File: src/rtl/clkdiv_pkg.sv
// ============================================================================
// clkdiv_pkg : shared mode encoding, default counter width, channel-index width
// Revision   : 1.0
// ============================================================================
`default_nettype none

package clkdiv_pkg;

  typedef enum logic {
    MODE_TOGGLE = 1'b0,
    MODE_PULSE  = 1'b1
  } clkdiv_mode_e;

  localparam int CLKDIV_CNT_W = 32;

  function automatic int ch_w(input int n);
    return (n > 1) ? $clog2(n) : 1;
  endfunction

endpackage

`default_nettype wire

File: src/rtl/clkdiv_chan.sv
// ============================================================================
// clkdiv_chan : one divider channel (counter, active/pending config, output)
// Optional macro CLKDIV_SYNC_EN adds the sync realignment input.
// Revision    : 1.0
// ============================================================================
`default_nettype none

module clkdiv_chan
  import clkdiv_pkg::*;
#(
  parameter int CNT_W       = CLKDIV_CNT_W,
  parameter int DEFAULT_DIV = 1
) (
  input  logic             clkin,
  input  logic             rst,
`ifdef CLKDIV_SYNC_EN
  input  logic             sync,
`endif
  input  logic             wr_en,
  input  logic [CNT_W-1:0] wr_div,
  input  clkdiv_mode_e     wr_mode,
  output logic             clkout,
  output logic             busy
);

  localparam logic [CNT_W-1:0] CNT_ONE = CNT_W'(1);

  logic [CNT_W-1:0] cnt_q, cnt_d;
  logic [CNT_W-1:0] div_q, div_d;
  logic [CNT_W-1:0] pend_div_q, pend_div_d;
  clkdiv_mode_e     mode_q, mode_d;
  clkdiv_mode_e     pend_mode_q, pend_mode_d;
  logic             clkout_q, clkout_d;
  logic             busy_q, busy_d;

  logic halted;
  logic tc;
  logic apply;
  logic tc_level;
  logic sync_hit;

  assign halted   = (div_q == '0);
  assign tc       = !halted && (cnt_q == div_q);
  assign apply    = busy_q && (tc || halted);
  assign tc_level = (mode_q == MODE_TOGGLE) ? ~clkout_q : 1'b1;

`ifdef CLKDIV_SYNC_EN
  assign sync_hit = sync && !halted;
`else
  assign sync_hit = 1'b0;
`endif

  always_comb begin
    cnt_d       = cnt_q;
    div_d       = div_q;
    mode_d      = mode_q;
    clkout_d    = clkout_q;
    busy_d      = busy_q;
    pend_div_d  = pend_div_q;
    pend_mode_d = pend_mode_q;

    if (sync_hit) begin
      cnt_d    = CNT_ONE;
      clkout_d = 1'b0;
      if (busy_q) begin
        div_d  = pend_div_q;
        mode_d = pend_mode_q;
        busy_d = 1'b0;
      end
    end else if (apply) begin
      div_d  = pend_div_q;
      mode_d = pend_mode_q;
      cnt_d  = CNT_ONE;
      busy_d = 1'b0;
      // Only an unchanged mode with a live divisor continues the waveform seamlessly
      clkout_d = (tc && (pend_div_q != '0) && (pend_mode_q == mode_q)) ? tc_level : 1'b0;
    end else if (tc) begin
      cnt_d    = CNT_ONE;
      clkout_d = tc_level;
    end else if (halted) begin
      cnt_d    = CNT_ONE;
      clkout_d = 1'b0;
    end else begin
      cnt_d = cnt_q + CNT_ONE;
      if (mode_q == MODE_PULSE) begin
        clkout_d = 1'b0;
      end
    end

    if (wr_en) begin
      pend_div_d  = wr_div;
      pend_mode_d = wr_mode;
      busy_d      = 1'b1;
    end
  end

  always_ff @(posedge clkin) begin
    if (rst) begin
      cnt_q       <= CNT_ONE;
      div_q       <= CNT_W'(DEFAULT_DIV);
      mode_q      <= MODE_TOGGLE;
      clkout_q    <= 1'b0;
      busy_q      <= 1'b0;
      pend_div_q  <= '0;
      pend_mode_q <= MODE_TOGGLE;
    end else begin
      cnt_q       <= cnt_d;
      div_q       <= div_d;
      mode_q      <= mode_d;
      clkout_q    <= clkout_d;
      busy_q      <= busy_d;
      pend_div_q  <= pend_div_d;
      pend_mode_q <= pend_mode_d;
    end
  end

  assign clkout = clkout_q;
  assign busy   = busy_q;

endmodule

`default_nettype wire

File: src/rtl/clock_divider_n.sv
// ============================================================================
// clock_divider_n : N_CH programmable clock dividers behind a valid/ready port
// Optional macro CLKDIV_SYNC_EN adds the sync realignment input.
// Revision        : 1.0
// ============================================================================
`default_nettype none

module clock_divider_n
  import clkdiv_pkg::*;
#(
  parameter int N_CH        = 4,
  parameter int CNT_W       = CLKDIV_CNT_W,
  parameter int DEFAULT_DIV = 1
) (
  input  logic                   clkin,
  input  logic                   rst,
`ifdef CLKDIV_SYNC_EN
  input  logic                   sync,
`endif
  input  logic                   cfg_valid,
  output logic                   cfg_ready,
  input  logic [ch_w(N_CH)-1:0]  cfg_ch,
  input  logic [CNT_W-1:0]       cfg_div,
  input  logic                   cfg_mode,
  output logic [N_CH-1:0]        clkout,
  output logic [N_CH-1:0]        busy
);

  localparam int CH_W = ch_w(N_CH);

  logic [N_CH-1:0]      busy_w;
  logic [2**CH_W-1:0]   busy_pad;
  logic                 cfg_fire;

  // Unpopulated channel indices read as idle, so writes to them are accepted and dropped
  always_comb begin
    busy_pad            = '0;
    busy_pad[N_CH-1:0]  = busy_w;
  end

  assign cfg_ready = ~busy_pad[cfg_ch];
  assign cfg_fire  = cfg_valid && cfg_ready;
  assign busy      = busy_w;

  for (genvar i = 0; i < N_CH; i++) begin : g_chan
    logic wr_en;
    assign wr_en = cfg_fire && (cfg_ch == CH_W'(i));

    clkdiv_chan #(
      .CNT_W       (CNT_W),
      .DEFAULT_DIV (DEFAULT_DIV)
    ) u_chan (
      .clkin   (clkin),
      .rst     (rst),
`ifdef CLKDIV_SYNC_EN
      .sync    (sync),
`endif
      .wr_en   (wr_en),
      .wr_div  (cfg_div),
      .wr_mode (clkdiv_mode_e'(cfg_mode)),
      .clkout  (clkout[i]),
      .busy    (busy_w[i])
    );
  end

endmodule

`default_nettype wire

File: config.mk
export PLATFORM = sky130hd
export DESIGN_NAME = clock_divider_n
export DESIGN_NICKNAME = d
export VERILOG_FILES = /design/src/rtl/clkdiv_pkg.sv /design/src/rtl/clkdiv_chan.sv /design/src/rtl/clock_divider_n.sv
export SDC_FILE = /design/constraint.sdc
export NUM_CORES = 1
export LEC_CHECK = 0
export BUFFER_PORTS_ARGS = -buffer_cell sky130_fd_sc_hd__buf_2
export CORE_ASPECT_RATIO = 0.7
export CORE_UTILIZATION = 54
export DETAILED_ROUTE_END_ITERATION = 6
export PLACE_DENSITY = 0.7
export SYNTH_ARGS = -nofsm -noshare
export SYNTH_HDL_FRONTEND = slang
export SYNTH_SLANG_ARGS = --single-unit
File: constraint.sdc
create_clock -name clkin -period 5.9 [get_ports clkin]
set_input_delay 1.18 -clock clkin [delete_from_list [all_inputs] [get_ports clkin]]
set_output_delay 1.18 -clock clkin [all_outputs]
set_load 0.005 [all_outputs]
Word level (Yosys, flattened, before mapping)
Index checks and enable logic that the tools add are counted.

storage, ports and cells
  bits of input ports = 38
  register bits after elaboration = 400

cells by class
  reduce and logical (&&, ||, !) cells = 50
  magnitude comparators = 1
  equal/unequal tests = 11
  bitwise gates (word level) = 5
  mux-type cells = 34
  add/sub/neg operators = 4

operators with widths
  cell                                                                          number
  32-bit by 1-bit adder with 32-bit output, second input constant               4
  32-bit == test                                                                4
  32-bit zero test                                                              4
  32-bit nonzero test                                                           4
  1-bit two-way mux                                                             33
  1-bit logical AND                                                             21
  4-bit nonzero test                                                            4
  4-bit OR reduction                                                            4
  2-bit nonzero test                                                            4
  1-bit NOT                                                                     5
  1-bit == test                                                                 4
  2-bit == test, second input constant                                          2
  1-bit zero test                                                               4
  1-bit logical OR                                                              4
  2-bit by 3-bit less-than comparator with 1-bit output, second input constant  1
  1-bit binary-select mux with 2-bit select                                     1
  2-bit by 1-bit == test with 1-bit output, second input constant               1
  2-bit zero test                                                               1

Depth between registers and ports, before layout
  depth after elaboration = 7
  gate-level depth with buffers = 9
  mapped depth without buffers = 7

Hierarchy
From an unflattened synthesis, not the netlist that was laid out.

second synthesis, totals
  cell total of the unflattened synthesis = 2,399
  area, all modules = 20,002.9 um2

by module, submodules not included
  module           area an instance (um2)  times used  cells each  sequential area each (um2)
  clkdiv_chan      4,984.8                 4           598         2,001.9
  clock_divider_n  63.8                    1           7           0.0

Least setup slack after synthesis
OpenSTA, ideal clock, no wires.

  kind = input-to-output
  start = input port cfg_ch[0]
  end = output port cfg_ready
  stages = 3
  buffers on the path = 1
  arrival time = 1,768 ps
  slack = 2,952 ps
  cells stage by stage = clkbuf_1 mux4_2 inv_1

on the way
  word-level cells in the longest chain between the ends = 3

RTL lines
  what                                       line                   RTL
  from (decl)                                clock_divider_n.sv:22  input logic [ch_w(N_CH)-1:0] cfg_ch,
  1-bit binary-select mux with 2-bit select  clock_divider_n.sv:41  assign cfg_ready = ~busy_pad[cfg_ch];
  1-bit two-way mux (not written as such)    clock_divider_n.sv:41
  1-bit NOT                                  clock_divider_n.sv:41
  to (decl)                                  clock_divider_n.sv:21  output logic cfg_ready,

Every way passes these cells. The select of a mux whose other input is x is not followed.

Worst setup path after layout
  start = input port cfg_ch[1]
  end = output port cfg_ready

The elaborated chain is that of the path after synthesis.

==> results.toml <==
[timing]
period_share = 0.543
tightest_slew_ns = 1.15
setup_ws_ns = 2.70
final_max_slew_viol_count = 0
fin_skew_ns = 0.0138
fin_setup_tns_ns = 0
hold_violations = 0
rsz0062_at_grt = "no"
maxSlewHeadroom = 0.233
finalCriticalPeriod_ns = 3.20
fmax_ghz = 0.312
finalSetupViolCount = 0

[clocking]
clkSlewWorstSetupHoldPaths_ns = 0.06
max-clock-path-buffers = 3
cts_setup_buffers = 0
postCtsResizedCells = 0
clock_latency_ns = 0.55
cts_buffers = 40
htreeDepth = 2
cts_hold_buf = 0
root_buffer = "clkbuf_16"
cts_tree = "yes"
clkSinkCount = 400

[pwr]
leakagePower_uw = 0.00814
clkPwrFrac = 0.402
pwr-share-comb = 0.115
switching_share = 0.273
power_density_nw_per_um2 = 299
power.switching_uw = 1740
p_int_uw = 4620
ir_drop_v = 0.000228
seqPwrFrac = 0.483

[place]
place_area_um2 = 20000
dp_slack_ns = 2.44
io_buffers = 46
gp_congestion = 0.895
dp_hpwl_um = 37000

[synth]
avgSynthCellArea_um2 = 7.74
synth_cell_types = 42
syn_nets = 2591
seq_area_frac_synth = 0.406
syn_inst = 2549
synth_ff_type = "dfxtp_1"
netlist_area_um2 = 19700
synth-edff-count = 0
ys_warn_count = 0
synth.ff_latch_count = 400
synth-async-reset-ratio = 0

[worst_setup_path]
cp_slowest_stage_delay_ns = 0.55
cp.required_ns = 4.72
critPathArrivalTime_ns = 2.02
cpMaxStageDelayCell = "mux4_2"
critPathKind = "in -> out"
worstSetupEndpointType = "primary output"
worstPathCellList = "buf_2 -> mux4_2 -> inv_1 -> buf_2"
crit_top_cell = "buf_2"
critical_path_peak_fanout = 4
start_kind = "primary input"

[detailed_routing]
first_pass_iters = 7
finalWirelength_um = 54100
drc = 0
wl_per_cell_um = 18.2
via_per_inst = 6.01
drt_iter0_markers = 1847
num_vias = 17866
postRouteAntennaNets = 0

[cells_and_area]
antenna_cells = 0
num-nets-final = 2510
design_area_um2 = 21300
nFillCells = 3283
area_growth_syn_to_layout_pct = 7.89
drive_gt1_frac = 0.0650
final_util = 0.593

[min_path]
hold_class = "reg -> reg"

[floorplanning]
start_util = 0.549
die_w_um = 230
core.rowCount = 58
die_h_um = 162
pin_count = 47
core_um2 = 35900
die_area_um2 = 37300

[status]
status = "finished, final reports clean"

[grt]
grtUsageTotal = 0.286
grt_pass1_vias = 16519
grt_max_degree = 115
grt_pass1_wl_um = 87200
antenna_found_initial = 0
grt-ovfl-total = 0

[job]
maxCapViolCount = 0
## per-layer routing
layer,track usage,vias to the layer above,share of wire
li1,-,8660,-
met2,0.413,589,0.41
met4,0.0750,0,0.021
met3,0.0692,83,0.095
met5,0,-,0
met1,0.422,8534,0.47
## synthesized netlist by cell type, types with 6 or more instances
library cell,n,share of area
a21oi_1,268,0.068
and3_1,153,0.049
and4_1,9,0.0040
buf_1,6,0.0011
buf_2,26,0.0066
buf_4,8,0.0030
clkbuf_1,151,0.029
dfxtp_1,400,0.41
inv_1,140,0.027
nand2_1,441,0.084
nand3_1,46,0.012
nand4_1,47,0.015
nor2_1,162,0.031
nor3_1,147,0.037
nor3b_1,6,0.0023
nor4_1,94,0.030
o311ai_0,95,0.042
o311ai_1,29,0.013
or3_1,8,0.0025
or3b_2,9,0.0040
xnor2_1,62,0.028
xor2_1,186,0.083
## through the flow
stage / power (µW) / instances / hold WS (ns)
3_3_place_gp: 3810 / 2906 / 0.411
2_1_floorplan: 3590 / 2549 / 0.394
6_report: 6360 / 2974 / 0.434
5_1_grt: 6600 / 2974 / 0.457
3_5_place_dp: 3840 / 2906 / 0.419
4_1_cts: 6370 / 2974 / 0.433
## critical path, delay by kind of cell
family | cells | cell delay, ns
multiplexers | 1 | 0.55
buffers and inverters | 3 | 0.29
## cell families after synthesis
family,count (synthesis),share of synthesized area
flip-flops,400,0.406
AND/OR/NAND/NOR,1152,0.283
adder cells (fa/ha/maj),4,0.00254
AO/OA/AOI/OAI,412,0.131
multiplexers,1,0.00114
buffers and inverters,332,0.0667
XOR/XNOR,248,0.110
## path summary, 6_finish.rpt
check                                          startpoint                              endpoint  slack, ns  cells past startpoint
setup / recovery                                cfg_ch[1]                             cfg_ready       2.70                      4
hold / removal       g_chan[0].u_chan.cnt_q[0]$_SDFF_PP1_  g_chan[0].u_chan.cnt_q[0]$_SDFF_PP1_       0.43                      1
setup reg to reg  g_chan[3].u_chan.div_q[10]$_SDFFE_PP0P_  g_chan[3].u_chan.cnt_q[5]$_SDFF_PP0_       2.84                      7
hold reg to reg      g_chan[0].u_chan.cnt_q[0]$_SDFF_PP1_  g_chan[0].u_chan.cnt_q[0]$_SDFF_PP1_       0.43                      1
## power groups by stage
stage | clock, µW | combinational (µW) | sequential [µW]
finish | 2550 | 734 | 3070
global route | 2700 | 814 | 3090
CTS | 2580 | 717 | 3070
detailed placement | 0 | 712 | 3130
global placement | 0 | 687 | 3130
floorplan | 0 | 537 | 3060
## state kept, by name (all words and copies together) (netlist names)
name / count
g_chan.u_chan.cnt_q: 128
g_chan.u_chan.div_q: 128
g_chan.u_chan.pend_div_q: 128
g_chan.u_chan.busy: 4
g_chan.u_chan.clkout: 4
g_chan.u_chan.mode_q: 4
g_chan.u_chan.pend_mode_q: 4
## cell usage in the layout (no fill, tap or decap), types with 9 or more instances in the layout
master     netlist  routed
clkbuf_1       151      11
xnor2_1         62      62
inv_1          140     139
o311ai_1        29      29
nor4_1          94      94
nand3_1         46      46
dfxtp_1        400     396
nor2_1         162     154
and4_1           9       9
xor2_1         186     186
clkbuf_16        0      41
or3b_2           9       9
a21oi_1        268     268
buf_2           26      45
buf_4            8      23
nand2_1        441     441
nand4_1         47      47
nor3_1         147     145
o311ai_0        95      95
and3_1         153     153
## layout make-up
class                   count  area (µm²)  share of cell area
well taps                 480         601              0.0282
inverters                 140         526              0.0247
flip-flops and latches    400        8010               0.376
clock buffers              60        1180              0.0553
repair buffers             69         413              0.0194
clock inverters             8        92.6             0.00435
multi-input cells        1817       10500               0.492
No activity file was read; power rests on OpenSTA's default activity.
